### config.mk
export PLATFORM = sky130hd
export DESIGN_NAME = data_receiver
export DESIGN_NICKNAME = d
export VERILOG_FILES = /design/src/rtl/data_receiver.sv
export SDC_FILE = /design/constraint.sdc
export NUM_CORES = 1
export LEC_CHECK = 0
export CAP_MARGIN = 0
export CORE_MARGIN = 3
export CORE_UTILIZATION = 35
export CTS_BUF_LIST = sky130_fd_sc_hd__clkbuf_16
export CTS_CLUSTER_DIAMETER = 120
export CTS_CLUSTER_SIZE = 25
export DETAILED_ROUTE_END_ITERATION = 10
export GPL_ROUTABILITY_DRIVEN = 0
export PLACE_DENSITY = 0.55
export RECOVER_POWER = 25
export SETUP_SLACK_MARGIN = 0.02
export SYNTH_ARGS = -nofsm -noshare
export SYNTH_HDL_FRONTEND = slang
export SYNTH_SLANG_ARGS = --single-unit
export TNS_END_PERCENT = 20
### constraint.sdc
create_clock -name clkb_i -period 2.9 [get_ports clkb_i]
set_clock_uncertainty 0.1 [all_clocks]
set_input_delay 0.58 -clock clkb_i [delete_from_list [all_inputs] [get_ports clkb_i]]
set_output_delay 0.58 -clock clkb_i [all_outputs]
set_load 0.005 [all_outputs]
### src/rtl/data_receiver.sv
`timescale 1ns/1ps
// data_receiver: clkb-side endpoint of a 4-phase req/ack bundled-data crossing.
// Synchronizes the request, captures the held word, checks its sequence and counts words.
//
// state    | meaning
// IDLE     | ack low, waiting for synchronized req
// HOLD     | ack high, minimum-hold down-counter running
// WAIT_LOW | ack high, waiting for synchronized req to drop
module data_receiver #(
    parameter int N        = 4,
    parameter int ACK_HOLD = 2,
    parameter int CNT_W    = 8
) (
    input  logic             clkb_i,
    input  logic             rst_n_i,
    input  logic             data_req_i,
    input  logic [N-1:0]     data_i,
    output logic             data_ack_o,
    output logic [N-1:0]     rx_data_o,
    output logic             rx_valid_o,
    output logic [CNT_W-1:0] rx_count_o,
    output logic             seq_err_o
);

    typedef enum logic [1:0] {
        IDLE     = 2'b00,
        HOLD     = 2'b01,
        WAIT_LOW = 2'b10
    } state_t;

    localparam logic [3:0] HOLD_INIT = 4'(ACK_HOLD - 1);

    state_t           state_q, state_d;
    logic [3:0]       hold_cnt_q, hold_cnt_d;
    logic             req_s1_q, req_s2_q;
    logic             data_ack_q, data_ack_d;
    logic [N-1:0]     rx_data_q, rx_data_d;
    logic             rx_valid_q, rx_valid_d;
    logic [CNT_W-1:0] rx_count_q, rx_count_d;
    logic             seq_err_q, seq_err_d;
    logic [N-1:0]     expected_q, expected_d;

    always_ff @(posedge clkb_i or negedge rst_n_i) begin
        if (!rst_n_i) begin
            req_s1_q <= 1'b0;
            req_s2_q <= 1'b0;
        end else begin
            req_s1_q <= data_req_i;
            req_s2_q <= req_s1_q;
        end
    end

    always_ff @(posedge clkb_i or negedge rst_n_i) begin
        if (!rst_n_i) begin
            state_q    <= IDLE;
            hold_cnt_q <= '0;
            data_ack_q <= 1'b0;
            rx_data_q  <= '0;
            rx_valid_q <= 1'b0;
            rx_count_q <= '0;
            seq_err_q  <= 1'b0;
            expected_q <= '0;
        end else begin
            state_q    <= state_d;
            hold_cnt_q <= hold_cnt_d;
            data_ack_q <= data_ack_d;
            rx_data_q  <= rx_data_d;
            rx_valid_q <= rx_valid_d;
            rx_count_q <= rx_count_d;
            seq_err_q  <= seq_err_d;
            expected_q <= expected_d;
        end
    end

    always_comb begin
        state_d    = state_q;
        hold_cnt_d = hold_cnt_q;
        data_ack_d = data_ack_q;
        rx_data_d  = rx_data_q;
        rx_valid_d = 1'b0;
        rx_count_d = rx_count_q;
        seq_err_d  = seq_err_q;
        expected_d = expected_q;
        case (state_q)
            IDLE: begin
                data_ack_d = 1'b0;
                // data_i is only trusted once the synchronized req says it is held
                if (req_s2_q) begin
                    rx_data_d  = data_i;
                    rx_valid_d = 1'b1;
                    data_ack_d = 1'b1;
                    hold_cnt_d = HOLD_INIT;
                    rx_count_d = rx_count_q + CNT_W'(1);
                    if (data_i != expected_q) seq_err_d = 1'b1;
                    expected_d = data_i + N'(1);
                    state_d    = HOLD;
                end
            end
            HOLD: begin
                data_ack_d = 1'b1;
                if (hold_cnt_q == 4'd0) state_d = WAIT_LOW;
                else                     hold_cnt_d = hold_cnt_q - 4'd1;
            end
            WAIT_LOW: begin
                data_ack_d = 1'b1;
                if (!req_s2_q) begin
                    data_ack_d = 1'b0;
                    state_d    = IDLE;
                end
            end
            default: begin
                data_ack_d = 1'b0;
                state_d    = IDLE;
            end
        endcase
    end

    assign data_ack_o = data_ack_q;
    assign rx_data_o  = rx_data_q;
    assign rx_valid_o = rx_valid_q;
    assign rx_count_o = rx_count_q;
    assign seq_err_o  = seq_err_q;

endmodule

* Yosys cells after proc, flatten, opt, wreduce, memory -nomap -nowiden
Cells that the tools add are included.
** Cells by class
- Add/sub/neg operators :: 3
- Eq/ne operators :: 7
- Mux-type cells :: 10
- Reduce and logical (&&, ||, !) cells :: 8
** Operators with widths (count)
- 3-bit AND reduction :: 3
- 8-bit by 1-bit adder with 8-bit output (second input constant) :: 1
- 4-bit two-way mux :: 2
- 2-bit != test (second input constant) :: 4
- 4-bit one-hot mux with 2 select lines :: 1
- 2-bit two-way mux :: 3
- 2-bit one-hot mux with 3 select lines :: 1
- 4-bit by 1-bit adder with 4-bit output (second input constant) :: 1
- 4-bit zero test :: 1
- 4-bit != test :: 1
- 4-bit by 1-bit subtractor with 4-bit output (second input constant) :: 1
- 2-bit by 1-bit equality test with 1-bit output (second input constant) :: 1
- 2-bit equality test (second input constant) :: 1
- 2-bit zero test :: 1
- 1-bit two-way mux :: 2
- 1-bit one-hot mux with 2 select lines :: 1
- 2-bit AND reduction :: 1
- 2-bit nonzero test :: 1
- 2-bit OR reduction :: 1
** Storage, ports and cells
- Flip-flop bits (word level) :: 27
- Bits of input ports :: 7
- Output and inout bits :: 15
- Word-level logic and storage cells :: 38

* Depth between registers and ports, before layout
Gate-level depths: netlist (run 1).
- Depth in word-level cells :: 3
- Mapped depth :: 6
- Mapped depth without buffers :: 5

* Worst setup path after synthesis (run 1)
Ideal clock, no wire load.
- Kind :: register to register
- Start :: reg hold_cnt_q[0]
- End :: reg hold_cnt_q[0]
- Library setup time :: 124 ps
- Data arrival time :: 1253 ps
- Required time :: 2676 ps
- Slack :: 1423 ps
- Cell stages (with the launch flop) :: 6
- Path buffers :: 0
- Clock period less this slack :: 1477 ps
- Cells stage by stage :: dfrtp_1 -> inv_1 -> ha_1 -> nor3b_1 -> a22oi_1 -> o31a_1
** On the way
- Cells in the longest elaborated chain, start to end :: 3
** Ends and longest elaborated chain
- from (decl) :: line 34 : logic [3:0] hold_cnt_q, hold_cnt_d;
- from (signal assigned) :: line 65 : hold_cnt_q <= hold_cnt_d;
- 4-bit by 1-bit subtractor with 4-bit output or 4-bit zero test (tied branches) :: line 102, 101
- 4-bit two-way mux or 2-bit != test (tied branches)
- 4-bit one-hot mux with 2 select lines or 3-bit AND reduction (tied branches)
Parallel ways exist; a longest one is shown, timed or not. The select of a mux whose other input is x is not followed.
A chain may end at the register's enable or synchronous reset.

==> results.py, run 1 <==
metrics = {
    "run_status": {
        "outcome": "complete, no violations",
    },
    "synth": {
        "ys_ff_latch": 27,
        "ys_warn_count": 0,
        "syn_area_um2": 1250,
        "synth-async-reset-ratio_pct": 100,
        "synth_edf_count": 0,
        "syn_nets": 123,
        "syn_avg_cell_area_um2": 11.1,
        "netlist_instances": 112,
        "ys_seq_area_share_pct": 54.1,
        "synth_ff_type": "dfrtp_1",
        "synth.distinct_cells": 33,
    },
    "cells_and_area": {
        "final_util_pct": 45.9,
        "stdcell_count": 180,
        "fillCellCount": 315,
        "regArea_um2": 676,
        "final_area_um2": 1560,
        "area_delta_synth_final_pct": 24.5,
        "drive_above_1_share_pct": 7.46,
        "nets": 146,
        "diodes": 0,
        "multi_input_area_um2": 509,
    },
    "sta": {
        "whs_ps": 252,
        "setup_tns_ps": 0,
        "tightest_slew_ps": 1420,
        "finalSetupViolCount": 0,
        "fmax_ghz": 0.473,
        "fin_crit_ps": 2110,
        "slew_headroom_pct": 5.18,
        "rsz0062_at_grt": "false",
        "finalCritPeriodShare_pct": 72.8,
        "final_max_slew_viol_count": 0,
        "setup_slack_ps": 788,
        "hold_viol_final": 0,
    },
    "power": {
        "p_per_area_nw_per_um2": 979,
        "p_leak_nw": 0.711,
        "irDropWorstVdd_uv": 388,
        "finalPower_mw": 1.52,
    },
    "worst_setup_path": {
        "cpMaxStageDelayCell": "clkbuf_1",
        "crit_path_max_fanout": 27,
        "path_buf_inv": 2,
        "crit_arrival_ps": 2140,
        "cpPeakStageDelay_ps": 1030,
        "required_ps": 2930,
        "worst-setup-path-type": "primary input to async pin",
        "cp_cell_sequence": "dlygate4sd3_1 > clkbuf_1",
        "end_kind": "async pin",
        "path_delay_family": "buffers and inverters",
        "r2r-start": "state_q[0]",
        "startpoint": "rst_n_i",
        "crit_path_start_kind": "primary input",
    },
    "worst_hold_path": {
        "hp-start": "req_s1_q",
        "hold_path_class": "flip-flop to flip-flop",
    },
    "route": {
        "drc": 0,
        "vias": 852,
        "drt-initial-drc-count": 54,
        "first_pass_iters": 4,
        "finalWirelength_mm": 2.06,
        "antenna_left": 0,
        "wire_per_inst_um": 11.5,
        "avgViaCountPerCell": 4.73,
    },
    "placed_design": {
        "port_buffers": 21,
        "placed_cells": 176,
        "place_area_um2": 1480,
        "hpwl_mm": 1.50,
        "dp_slack_ps": 1010,
    },
    "cts": {
        "cts.clk_slew.worst_paths_ps": 60,
        "clk_latency_ps": 260,
        "cts_resized": 0,
        "cts_setup_buffers": 0,
        "max-clock-path-buffers": 2,
        "numCtsBuffers": 3,
        "clkSinkCount": 27,
        "cts_hold_buf": 0,
        "cts_root_buffer": "clkbuf_16",
        "htreeDepth": 1,
        "cts_tree": "done",
    },
    "global_route": {
        "grt_pass1_vias": 818,
        "grt_overflow": 0,
        "antenna_found_initial": 0,
        "grt_pass1_wl_mm": 3.71,
        "grt_max_degree": 28,
        "grtUsageTotal_pct": 11.2,
    },
    "floorplanning": {
        "die_x_um": 65.7,
        "core_um2": 3390,
        "start_util_pct": 36.8,
        "row_count": 21,
        "die_y_um": 65.7,
        "die-area_um2": 4320,
        "ios": 22,
    },
    "job": {
        "drv_cap": 0,
    },
}
worst paths after layout:
kind / endpoint / slack [ps] / cells past startpoint
min: req_s2_q / 250 / 0
min in group asynchronous: rx_data_o[3] / 1080 / 2
min reg2reg: req_s2_q / 250 / 0
max: seq_err_o / 790 / 2
max reg2reg: rx_count_o[5] / 1010 / 4
max in group clkb_i: rx_count_o[3] / 990 / 1
power breakdown:
| group | total, mW | switching [mW] | internal (mW) |
|---|---|---|---|
| combinational | 0.573 | 0.254 | 0.319 |
| clock | 0.303 | 0.118 | 0.184 |
| sequential | 0.648 | 0.129 | 0.518 |
kinds of logic (layout without fill, tap and decap cells):
group	count (synthesis)	in the layout	share of synthesized area [%]
flip-flops	27	27	54.1
XOR/XNOR	13	13	10.3
AO/OA/AOI/OAI	13	13	6.81
buffers and inverters	8	30	5.11
adder cells (fa/ha/maj)	4	4	4.01
AND/OR/NAND/NOR	46	46	18.7
multiplexers	1	1	0.902
Yosys cell counts, types with 2 or more instances:
cell type / number / area (um^2)
nor3_1: 2 / 10.0
dfrtp_1: 27 / 676
nor2b_1: 2 / 12.5
nand3_1: 4 / 20.0
nand2_4: 2 / 22.5
nand2_1: 24 / 90.1
inv_1: 3 / 11.3
xnor2_2: 2 / 32.5
xnor2_1: 10 / 87.6
nand4_1: 5 / 31.3
o21ai_0: 5 / 25.0
ha_1: 4 / 50.1
and3_1: 2 / 12.5
routing by layer:
layer,track usage [%],routed length [um],up-vias
li1,-,-,420
met1,15.1,970,415
met2,17.0,987,15
met3,3.76,90,2
met4,3.11,15,0
met5,0,0,-
layout make-up:
type	count	area share [%]
inverters	4	1.29
flip-flops and latches	27	43.4
clock inverters	1	0.241
repair buffers	22	13.8
clock buffers	3	4.83
well taps	46	3.70
multi-input cells	77	32.7
placed cells by master, fill, tap and decap left out, types with 2 or more instances in the layout:
cell type         n
nand3_1           4
o21ai_0           5
nor2b_1           2
nand4_1           5
and3_1            2
nand2_4           2
xnor2_2           2
nand2_1          24
inv_1             4
clkbuf_16         3
ha_1              4
dlygate4sd3_1     2
xnor2_1          10
nor3_1            2
clkdlybuf4s50_1  19
dfrtp_1          27
state kept, by name (all words and copies together), names as in the netlist:
signal and flops:
data_ack_o 1, expected_q 4, hold_cnt_q 4, req_s1_q 1, req_s2_q 1, rx_count_o 8, rx_data_o 4, rx_valid_o 1
seq_err_o 1, state_q 2
Power figures use the tool's default switching activity.
==> inputs of run 2 (changes only) <==
Clock period 2.9 ns to 2 ns, I/O delays scaled along.
==> results.py, run 2 (synthesis gave the netlist of run 1 again) <==
metrics = {
    "cells_and_area": {
        "final_common_cell": "dfrtp_1",
        "drive_above_1_share_pct": 9.63,
        "largest_register_ffs": 8,
        "diodes": 0,
        "area_delta_synth_final_pct": 25.4,
        "final_cell_mix": "dfrtp_1, nand2_1, clkdlybuf4s50_1",
        "stdcell_count": 181,
        "final_area_um2": 1570,
        "nets": 147,
    },
    "power": {
        "finalPower_mw": 2.23,
        "p_per_area_nw_per_um2": 1420,
        "irDropWorstVdd_uv": 545,
        "p_leak_nw": 0.717,
    },
    "route": {
        "wire_per_inst_um": 11.6,
        "drt-initial-drc-count": 35,
        "first_pass_iters": 4,
        "vias": 819,
        "drc": 0,
        "avgViaCountPerCell": 4.52,
        "finalWirelength_mm": 2.09,
        "antenna_left": 0,
    },
    "worst_setup_path": {
        "path_buf_inv": 1,
        "worst-setup-path-type": "flip-flop to primary output",
        "r2r-start": "hold_cnt_q[0]",
        "crit_path_start_kind": "flip-flop",
        "cp_cell_sequence": "clkdlybuf4s50_1",
        "path_delay_family": "buffers and inverters",
        "r2r_setup_slack_ps": 340,
        "cpPeakStageDelay_ps": 540,
        "crit_arrival_ps": 1250,
        "crit_path_max_fanout": 5,
        "cpMaxStageDelayCell": "clkdlybuf4s50_1",
        "end_kind": "primary output",
        "required_ps": 1500,
        "reg2reg_to": "hold_cnt_q[0]",
        "r2r_cells": 5,
    },
    "worst_hold_path": {
        "hold_path_class": "flip-flop to flip-flop",
        "min_to": "req_s2_q",
        "min_path_cells": 0,
        "hp-start": "req_s1_q",
    },
    "sta": {
        "tightest_slew_ps": 671,
        "finalSetupViolCount": 0,
        "fin_crit_ps": 1750,
        "hold_viol_final": 0,
        "fmax_ghz": 0.573,
        "final_max_slew_viol_count": 0,
        "finalCritPeriodShare_pct": 87.3,
        "slew_headroom_pct": 55.3,
        "rsz0062_at_grt": "false",
        "setup_tns_ps": 0,
    },
    "floorplanning": {
        "die_x_um": 65.7,
        "die_y_um": 65.7,
        "die-area_um2": 4320,
        "core_um2": 3390,
        "row_count": 21,
        "start_util_pct": 36.8,
        "ios": 22,
    },
    "cts": {
        "clkSinkCount": 27,
        "max-clock-path-buffers": 2,
        "cts_hold_buf": 0,
        "htreeDepth": 1,
        "numCtsBuffers": 3,
        "cts_tree": "done",
        "cts.clk_slew.worst_paths_ps": 60,
        "cts_root_buffer": "clkbuf_16",
        "cts_setup_buffers": 0,
        "cts_resized": 0,
        "clk_latency_ps": 260,
    },
    "global_route": {
        "grtUsageTotal_pct": 11.7,
        "grt_pass1_vias": 869,
        "antenna_found_initial": 0,
        "grt_overflow": 0,
        "grt_pass1_wl_mm": 3.90,
        "grt_max_degree": 28,
    },
    "run_status": {
        "outcome": "complete, no violations",
    },
    "placed_design": {
        "port_buffers": 21,
        "placed_cells": 177,
        "place_area_um2": 1490,
        "hpwl_mm": 1.53,
    },
    "job": {
        "drv_cap": 0,
    },
}
==> run 2: cell count changes in the layout (fill, tap and decap cells not counted) <==
cell      change
buf_4         +1
clkbuf_1      -1
clkbuf_2      +1
clkinv_2      +1
inv_1         -1
==> run 2: cell type report <==
cell class              instances  area [um^2]
clock inverters                 1         5.00
clock buffers                   3         75.1
fillers                       308         1820
flip-flops and latches         27          676
multi-input cells              77          509
well taps                      46         57.6
repair buffers                 23          223
inverters                       4         20.0
==> run 2: per-stage QoR <==
stage	hold WS (ps)	setup WS (ps)	util, %
floorplan	4.41	523	-
global placement	233	375	43.9
finish	263	254	46.2
detailed placement	245	339	43.9
global route	272	146	46.2
CTS	264	238	46.3
==> run 2: how the worst max path moves through the flow <==
stage                              from  slack (ps)             to  cells after the start
after floorplan           hold_cnt_q[0]         520  hold_cnt_q[0]                      5
after global placement       state_q[0]         380  rx_count_o[4]                      4
after detailed placement  hold_cnt_q[0]         340  hold_cnt_q[0]                      5
after CTS                 rx_count_o[3]         240  rx_count_o[3]                      1
after global routing      hold_cnt_q[0]         150  hold_cnt_q[0]                      5
final                     rx_count_o[3]         250  rx_count_o[3]                      1
==> run 2: where the power goes <==
group          leakage (nW)  internal, mW  switching [mW]  total [mW]
clock network        0.0409         0.269           0.179       0.448
registers             0.333         0.752           0.192       0.944
logic                 0.343         0.471           0.363       0.834
==> run 2: metal layers <==
layer / wire [um] / global-route usage (%)
met1: 967 / 14.1
met2: 986 / 19.3
met3: 107 / 3.59
met4: 31 / 4.66
met5: 0 / 0
